<file path="src/rtl/fp32_mul_pack.sv">
// rtl/fp32_mul_pack.sv - fp32 multiplier back end: normalize, round-to-nearest-even, pack
// Optional status flags output enabled by defining FP_PACK_FLAGS_EN.
module fp32_mul_pack (
  input  logic        clk,
  input  logic        rst_n,
  input  logic        in_val,
  output logic        in_rdy,
  input  logic [63:0] in_prod,
  input  logic        in_sign,
  input  logic [9:0]  in_exp,
  input  logic [1:0]  in_spec,
  output logic        out_val,
  input  logic        out_rdy,
`ifdef FP_PACK_FLAGS_EN
  output logic [2:0]  out_flags,
`endif
  output logic [31:0] out_msg
);

  localparam logic [1:0] SPEC_NORM = 2'b00;
  localparam logic [1:0] SPEC_ZERO = 2'b01;
  localparam logic [1:0] SPEC_INF  = 2'b10;

  // Upper product bits carry no information for a 24x24 multiply.
  logic unused_prod_hi;
  assign unused_prod_hi = ^in_prod[63:48];

  // Both stages move together; a stalled output freezes the whole pipe.
  logic adv;
  assign adv    = !out_val || out_rdy;
  assign in_rdy = adv;

  // Stage 1 state
  logic        s1_val_q;
  logic [22:0] s1_m_q,    s1_m_d;
  logic        s1_g_q,    s1_g_d;
  logic        s1_s_q,    s1_s_d;
  logic [9:0]  s1_e_q,    s1_e_d;
  logic        s1_sign_q;
  logic [1:0]  s1_spec_q;
`ifdef FP_PACK_FLAGS_EN
  logic        s1_nz_q;
`endif

  // Stage 2 state
  logic        out_val_q;
  logic [31:0] out_msg_q, out_msg_d;
`ifdef FP_PACK_FLAGS_EN
  logic [2:0]  out_flags_q, out_flags_d;
`endif

  // Normalize: a product in [2,4) has its leading one at bit 47, else at bit 46.
  always_comb begin
    s1_m_d = 23'd0;
    s1_g_d = 1'b0;
    s1_s_d = 1'b0;
    s1_e_d = in_exp;
    if (in_prod[47]) begin
      s1_m_d = in_prod[46:24];
      s1_g_d = in_prod[23];
      s1_s_d = |in_prod[22:0];
      s1_e_d = in_exp + 10'd1;
    end else begin
      s1_m_d = in_prod[45:23];
      s1_g_d = in_prod[22];
      s1_s_d = |in_prod[21:0];
    end
  end

  // Stage 1 register: captures a normalized product whenever the pipe advances.
  always_ff @(posedge clk or negedge rst_n) begin
    if (!rst_n) begin
      s1_val_q  <= 1'b0;
      s1_m_q    <= 23'd0;
      s1_g_q    <= 1'b0;
      s1_s_q    <= 1'b0;
      s1_e_q    <= 10'd0;
      s1_sign_q <= 1'b0;
      s1_spec_q <= 2'b00;
`ifdef FP_PACK_FLAGS_EN
      s1_nz_q   <= 1'b0;
`endif
    end else if (adv) begin
      s1_val_q <= in_val;
      if (in_val) begin
        s1_m_q    <= s1_m_d;
        s1_g_q    <= s1_g_d;
        s1_s_q    <= s1_s_d;
        s1_e_q    <= s1_e_d;
        s1_sign_q <= in_sign;
        s1_spec_q <= in_spec;
`ifdef FP_PACK_FLAGS_EN
        s1_nz_q   <= |in_prod[47:0];
`endif
      end
    end
  end

  // Round-to-nearest-even; the exponent is widened so a rounding carry cannot wrap it.
  logic        rnd_up;
  logic [23:0] m_sum;
  logic [10:0] e_rnd;
  logic        ovf, unf;
  assign rnd_up = s1_g_q && (s1_s_q || s1_m_q[0]);
  assign m_sum  = {1'b0, s1_m_q} + {23'd0, rnd_up};
  assign e_rnd  = {s1_e_q[9], s1_e_q} + {10'd0, m_sum[23]};
  assign ovf    = $signed(e_rnd) >= 11'sd255;
  assign unf    = $signed(s1_e_q) <= 10'sd0;

  // Pack: specials override arithmetic, underflow is judged before rounding.
  always_comb begin
    out_msg_d = {s1_sign_q, s1_e_q[7:0], m_sum[22:0]};
`ifdef FP_PACK_FLAGS_EN
    out_flags_d = {2'b00, s1_g_q || s1_s_q};
`endif
    if (s1_spec_q == SPEC_NORM) begin
      if (unf) begin
        out_msg_d = {s1_sign_q, 31'd0};
`ifdef FP_PACK_FLAGS_EN
        out_flags_d = {1'b0, 1'b1, s1_nz_q};
`endif
      end else if (ovf) begin
        out_msg_d = {s1_sign_q, 8'hFF, 23'd0};
`ifdef FP_PACK_FLAGS_EN
        out_flags_d = 3'b101;
`endif
      end else begin
        out_msg_d = {s1_sign_q, e_rnd[7:0], m_sum[22:0]};
      end
    end else begin
`ifdef FP_PACK_FLAGS_EN
      out_flags_d = 3'b000;
`endif
      if (s1_spec_q == SPEC_ZERO) begin
        out_msg_d = {s1_sign_q, 31'd0};
      end else if (s1_spec_q == SPEC_INF) begin
        out_msg_d = {s1_sign_q, 8'hFF, 23'd0};
      end else begin
        out_msg_d = 32'h7FC0_0000;
      end
    end
  end

  // Stage 2 register: result is held unchanged while the consumer stalls.
  always_ff @(posedge clk or negedge rst_n) begin
    if (!rst_n) begin
      out_val_q <= 1'b0;
      out_msg_q <= 32'd0;
`ifdef FP_PACK_FLAGS_EN
      out_flags_q <= 3'b000;
`endif
    end else if (adv) begin
      out_val_q <= s1_val_q;
      if (s1_val_q) begin
        out_msg_q <= out_msg_d;
`ifdef FP_PACK_FLAGS_EN
        out_flags_q <= out_flags_d;
`endif
      end
    end
  end

  assign out_val = out_val_q;
  assign out_msg = out_msg_q;
`ifdef FP_PACK_FLAGS_EN
  assign out_flags = out_flags_q;
`endif

endmodule

</file>
<file path="config.mk">
export PLATFORM = sky130hd
export DESIGN_NAME = fp32_mul_pack
export DESIGN_NICKNAME = d
export VERILOG_FILES = /design/src/rtl/fp32_mul_pack.sv
export SDC_FILE = /design/constraint.sdc
export NUM_CORES = 1
export LEC_CHECK = 0
export ABC_AREA = 1
export CAP_MARGIN = 20
export CORE_MARGIN = 5
export CORE_UTILIZATION = 50
export DETAILED_ROUTE_END_ITERATION = 7
export PLACE_DENSITY_LB_ADDON = 0.1
export SYNTH_ARGS = -nofsm -noshare
export SYNTH_HDL_FRONTEND = slang
export SYNTH_SLANG_ARGS = --single-unit
</file>
<file path="constraint.sdc">
create_clock -name clk -period 7.7 [get_ports clk]
set_input_delay 1.54 -clock clk [delete_from_list [all_inputs] [get_ports clk]]
set_output_delay 1.54 -clock clk [all_outputs]
set_load 0.02 [all_outputs]
</file>
---- Yosys cells after proc, flatten, opt, wreduce, memory -nomap -nowiden ----
Cells that the tools add are included.
storage, ports and cells
  register bits after elaboration ......... 72
  bits of input ports ..................... 81
  output and inout port bits .............. 34
  word-level logic and storage cells ...... 34
cells by class
  add/subtract/negate cells ............... 3
  order comparisons ....................... 2
  equal/unequal tests ..................... 2
  mux-type cells .......................... 9
  reduce and logical (&&, ||, !) cells .... 9
operators by type and width
  kind                                                             count
  2-to-1 mux 32 bit                                                3
  2-to-1 mux 31 bit                                                2
  adder 23 x 1 -> 24 bit                                           1
  2-to-1 mux 23 bit                                                1
  OR reduction 23 bit                                              1
  OR reduction 22 bit                                              1
  adder 10 x 2 -> 11 bit                                           1
  >= comparator 11 x 9 -> 1 bit, second input constant             1
  adder 10 x 1 -> 10 bit, second input constant                    1
  less-or-equal comparator 10 x 1 -> 1 bit, second input constant  1
  2-to-1 mux 10 bit                                                1
  AND reduction 2 bit                                              2
  == test 2 x 1 -> 1 bit, second input constant                    1
  == test 2 bit, second input constant                             1
  zero test 2 bit                                                  1
  logical OR 1 bit                                                 2
  2-to-1 mux 1 bit                                                 2
  logical AND 1 bit                                                1
  zero test 1 bit                                                  1

---- Depth between registers and ports, before layout ----
  word-level depth ........................ 8
  gate-level depth with buffers ........... 22
  depth with buffers taken out ............ 21

---- Worst setup path after synthesis ----
Ideal clock, no wire load.
  path type ............................... in2out
  from .................................... input out_rdy
  to ...................................... output in_rdy
  data arrival time ....................... 1.786 ns
  data required time ...................... 6.160 ns
  path slack .............................. 4.374 ns
  stages on the path ...................... 2
  buffers on the path ..................... 0
  cells stage by stage .................... nor2_1 -> inv_1
on the way
  longest elaborated chain between the ends .. 1
RTL lines
  what              line  text
  start, declared   13    input logic out_rdy,
  logical OR 1 bit  30    assign adv = !out_val || out_rdy;
  end, declared     7     output logic in_rdy,
No other way between the ends.

---- Worst setup path after layout ----
Ends and elaborated chain as after synthesis.

==> impl_results.md <==
* Status: finished clean
* Synth Cell Area at between 4000 and 5000 sq um
* DRT Pass-1 Iters at 5
* Area contributors post-synth: dfrtp_1 (43%), nand2_1 (17%), nor2_1 (7.2%), inv_1 (4.7%), nand3_1 (4.2%)
* Iter 0 DRT Violations at 224
* Slew @ Worst Pin at 1.086 ns
* Seq/Total Area, Yosys at 0.4293
* R2R setup slack at between 3 and 4 ns
* Crit path max-delay family: buffers and inverters
* CP most frequent cell: clkdlybuf4s50_1
* Leading post-synthesis cells by instance count: nand2_1 (193), nor2_1 (81), dfrtp_1 (72)
* Post-synth top area share at 0.4293
* Placed insts at 775
* Final WL at 10770 microns
* Critical Path End Type: primary output
* I/O Pins at ~120
* Number of synthesized flops with an enable pin at 0
* Worst slew margin at 0.2740
* Synthesized area per cell at 7.125 sq um
* Slack of the critical path at roughly 3.4 ns
* Total Neg Setup Slack at 0 ns
* Leak Pwr at 2.567 nW
* Hold_sp: s1_val_q
* Final Cycle Share at 0.5593
* Syn Inst Count at 589
* CP Launch Type: primary input
* Layout Skew at between 0.01 and 0.015 ns
* Sink Count at 72
* CTS buffer count at 9
* Hold path depth at 2
* CP peak stage delay at 0.62 ns
* Row cnt at 33
* CP Data Arrival Time at 2.77 ns
* FF-to-FF End: out_msg[17]
* Share of layout cells above drive strength 1 at 0.05109
* Hold Violations, Final at 0
* Die ar. at 10330 sq um
* PwrDens at 241.0 nW/um^2
* Crit Path Category: primary input to primary output
* Gr ovfl total at 0
* Starting Density at 0.5107
* Bufs and invs on worst path at 3
* Crit path max-delay cell type: clkdlybuf4s50_1
* Tmin final at 4.307 ns
* Die Width at 101.6 microns
* Req. time, crit path at between 6 and 7 ns
* Core ar. at 8217 sq um
* WL/cell at 13.63 microns
* Net Count, Synth at slightly below 700
* Vias/cell at 5.135
* Initial antenna violation count at 0
* Routability cong. at roughly 0.94
* # setup viols final at 0
* Antenna Diode Count at 0
* Library cells used by synthesis at 35
* Critical path depth at 4
* Peak VDD IR at about 0.10 mV
* First-pass GRT wire length at approximately 18000 microns
* Postcts setup bufs at 0
* Latest clock arrival within the worst-skew pair at approximately 0.35 ns
* Place WS at 3.176 ns
* Hold EP: out_val
* Port-buffer cells at 98
* # resized after CTS at 0
* Syn-to-layout area delta at 30.83%
* Die Ht at 101.6 microns
* Antenna Nets Post-Route at 0
* Max-slew violation count at 0
* GRT Total Usage at 0.2197
* Post-route insts no fill at 790
* DRC at 0
* FFs w/ async S/R, synth at 1.000
* Worst-path clk slew at 0.08 ns
* Vias in the first global route at a little under 4000
* # nets final at between 700 and 800
* DR vias at between 4000 and 5000
* CP Cell Sequence: clkdlybuf4s50_1, nor2_1, inv_1, clkdlybuf4s50_1
* Yosys warns at 0
* Post-synth top area cell: dfrtp_1
* Htree depth at 3
* #FFs+latches synth at 72
* Synth Flop Type: dfrtp_1
* R2R depth at 20
* Clock Tree Buf Depth at 2
* Max Cap Viol at 0
* Unrepaired setup endpoints after global routing: no
* Root buffer cell: clkbuf_8
* Highest Clock Rate at 232.2 MHz
* Hold Path Class: flop to flop
* Reg2reg start: s1_m_q[5]
* Post-DP HPWL at just over 8000 microns
* Hold_buf cts at 0
* CTS tree: built
* Count leader, synth: nand2_1
* Largest net degree at the start of global routing at 73
* Critical path peak fanout at 4
flip-flops by register name, summed over array words and instances, names as in the netlist, 2 cells and up:
register,flops
s1_spec_q,2
s1_m_q,23
out_msg,32
s1_e_q,10
per-layer routing:
| metal | track usage | vias to the layer above | part of all wire |
|---|---|---|---|
| met2 | 0.3260 | 144 | 0.42 |
| met4 | 0.05828 | 0 | 0.015 |
| met5 | 0 | - | 0 |
| li1 | - | 2095 | - |
| met3 | 0.05923 | 16 | 0.085 |
| met1 | 0.3186 | 1802 | 0.48 |
area by class of cell:
cell class                 instances  area (sq um)
inverter                          56         210.2
fill                             756          2726
timing repair buffer             100         991.0
tap                              105         131.4
clock buffer                      10         137.6
multi-input combinational        442          2090
clock inverter                     5         128.9
sequential                        72          1802
cell usage in the layout (no fill, tap or decap), types with 2 or more instances in the layout:
cell,Yosys,final
a31oi_1,21,21
o21bai_1,2,2
a21oi_1,13,13
nor4_1,4,4
o31ai_1,2,2
dfrtp_1,72,72
xnor2_1,3,3
ha_1,8,8
buf_4,1,2
nor2_2,5,5
o211ai_1,4,4
inv_1,53,53
o21ai_0,18,18
or2_2,4,4
and3_1,2,2
nand2_2,3,3
nor2_1,81,81
nor3_1,12,12
nand4_1,14,14
clkdlybuf4s50_1,0,97
o22ai_1,2,2
bufinv_16,0,4
nand3_1,35,35
xor2_1,9,9
nand2_1,193,193
inv_2,2,2
clkbuf_8,0,10
through the flow:
step / power [mW] / hold WS (ns) / util / area [sq um]
final: 1.323 / 0.4766 / 0.6682 / 5490
after global routing: 1.401 / 0.5062 / 0.6682 / 5490
after CTS: 1.328 / 0.4812 / 0.6682 / 5490
after detailed placement: 0.9308 / 0.4612 / 0.6358 / 5224
after global placement: 0.9203 / 0.4528 / 0.6358 / 5224
after floorplan: 0.7473 / 0.4317 / - / 4197
worst max-delay path by stage:
| stage | from | endpoint |
|---|---|---|
| finish | out_rdy | in_rdy |
| global route | s1_m_q[5] | out_msg[17] |
| CTS | out_rdy | in_rdy |
| detailed placement | out_rdy | out_msg[26] |
| global placement | out_rdy | out_msg[26] |
| floorplan | out_rdy | in_rdy |
cell families (layout without fill, tap and decap cells):
kind of cell | count (synthesis) | count (layout) | synth area share
flops | 72 | 72 | 0.4293
xor+xnor | 12 | 12 | 0.02505
fa+ha+maj | 8 | 8 | 0.02385
buf+inv | 75 | 171 | 0.07275
compound gates | 66 | 66 | 0.09332
simple gates | 356 | 356 | 0.3557
power by group:
group	internal, mW	switching, mW
sequential	0.452	0.0681
clock	0.256	0.143
combinational	0.178	0.227
worst reg2reg max path, cell delays in order, from the launching register on:
cell and delay (ns):
dfrtp_1 0.43, inv_1 0.12, nor3_1 0.28, nand2_1 0.11, nor2_1 0.25, nand4_1 0.16, nor2_1 0.17, nand3_1 0.11
nor3_1 0.19, ha_1 0.28, ha_1 0.21, nand2_2 0.11, nor2_2 0.15, nand2_1 0.09, nand2_1 0.06, nand2_1 0.09
o21ai_2 0.42, nand2_2 0.13, nor2_4 0.39, nand3_1 0.20, nand2_1 0.11
(Power assumes the default switching activity.)
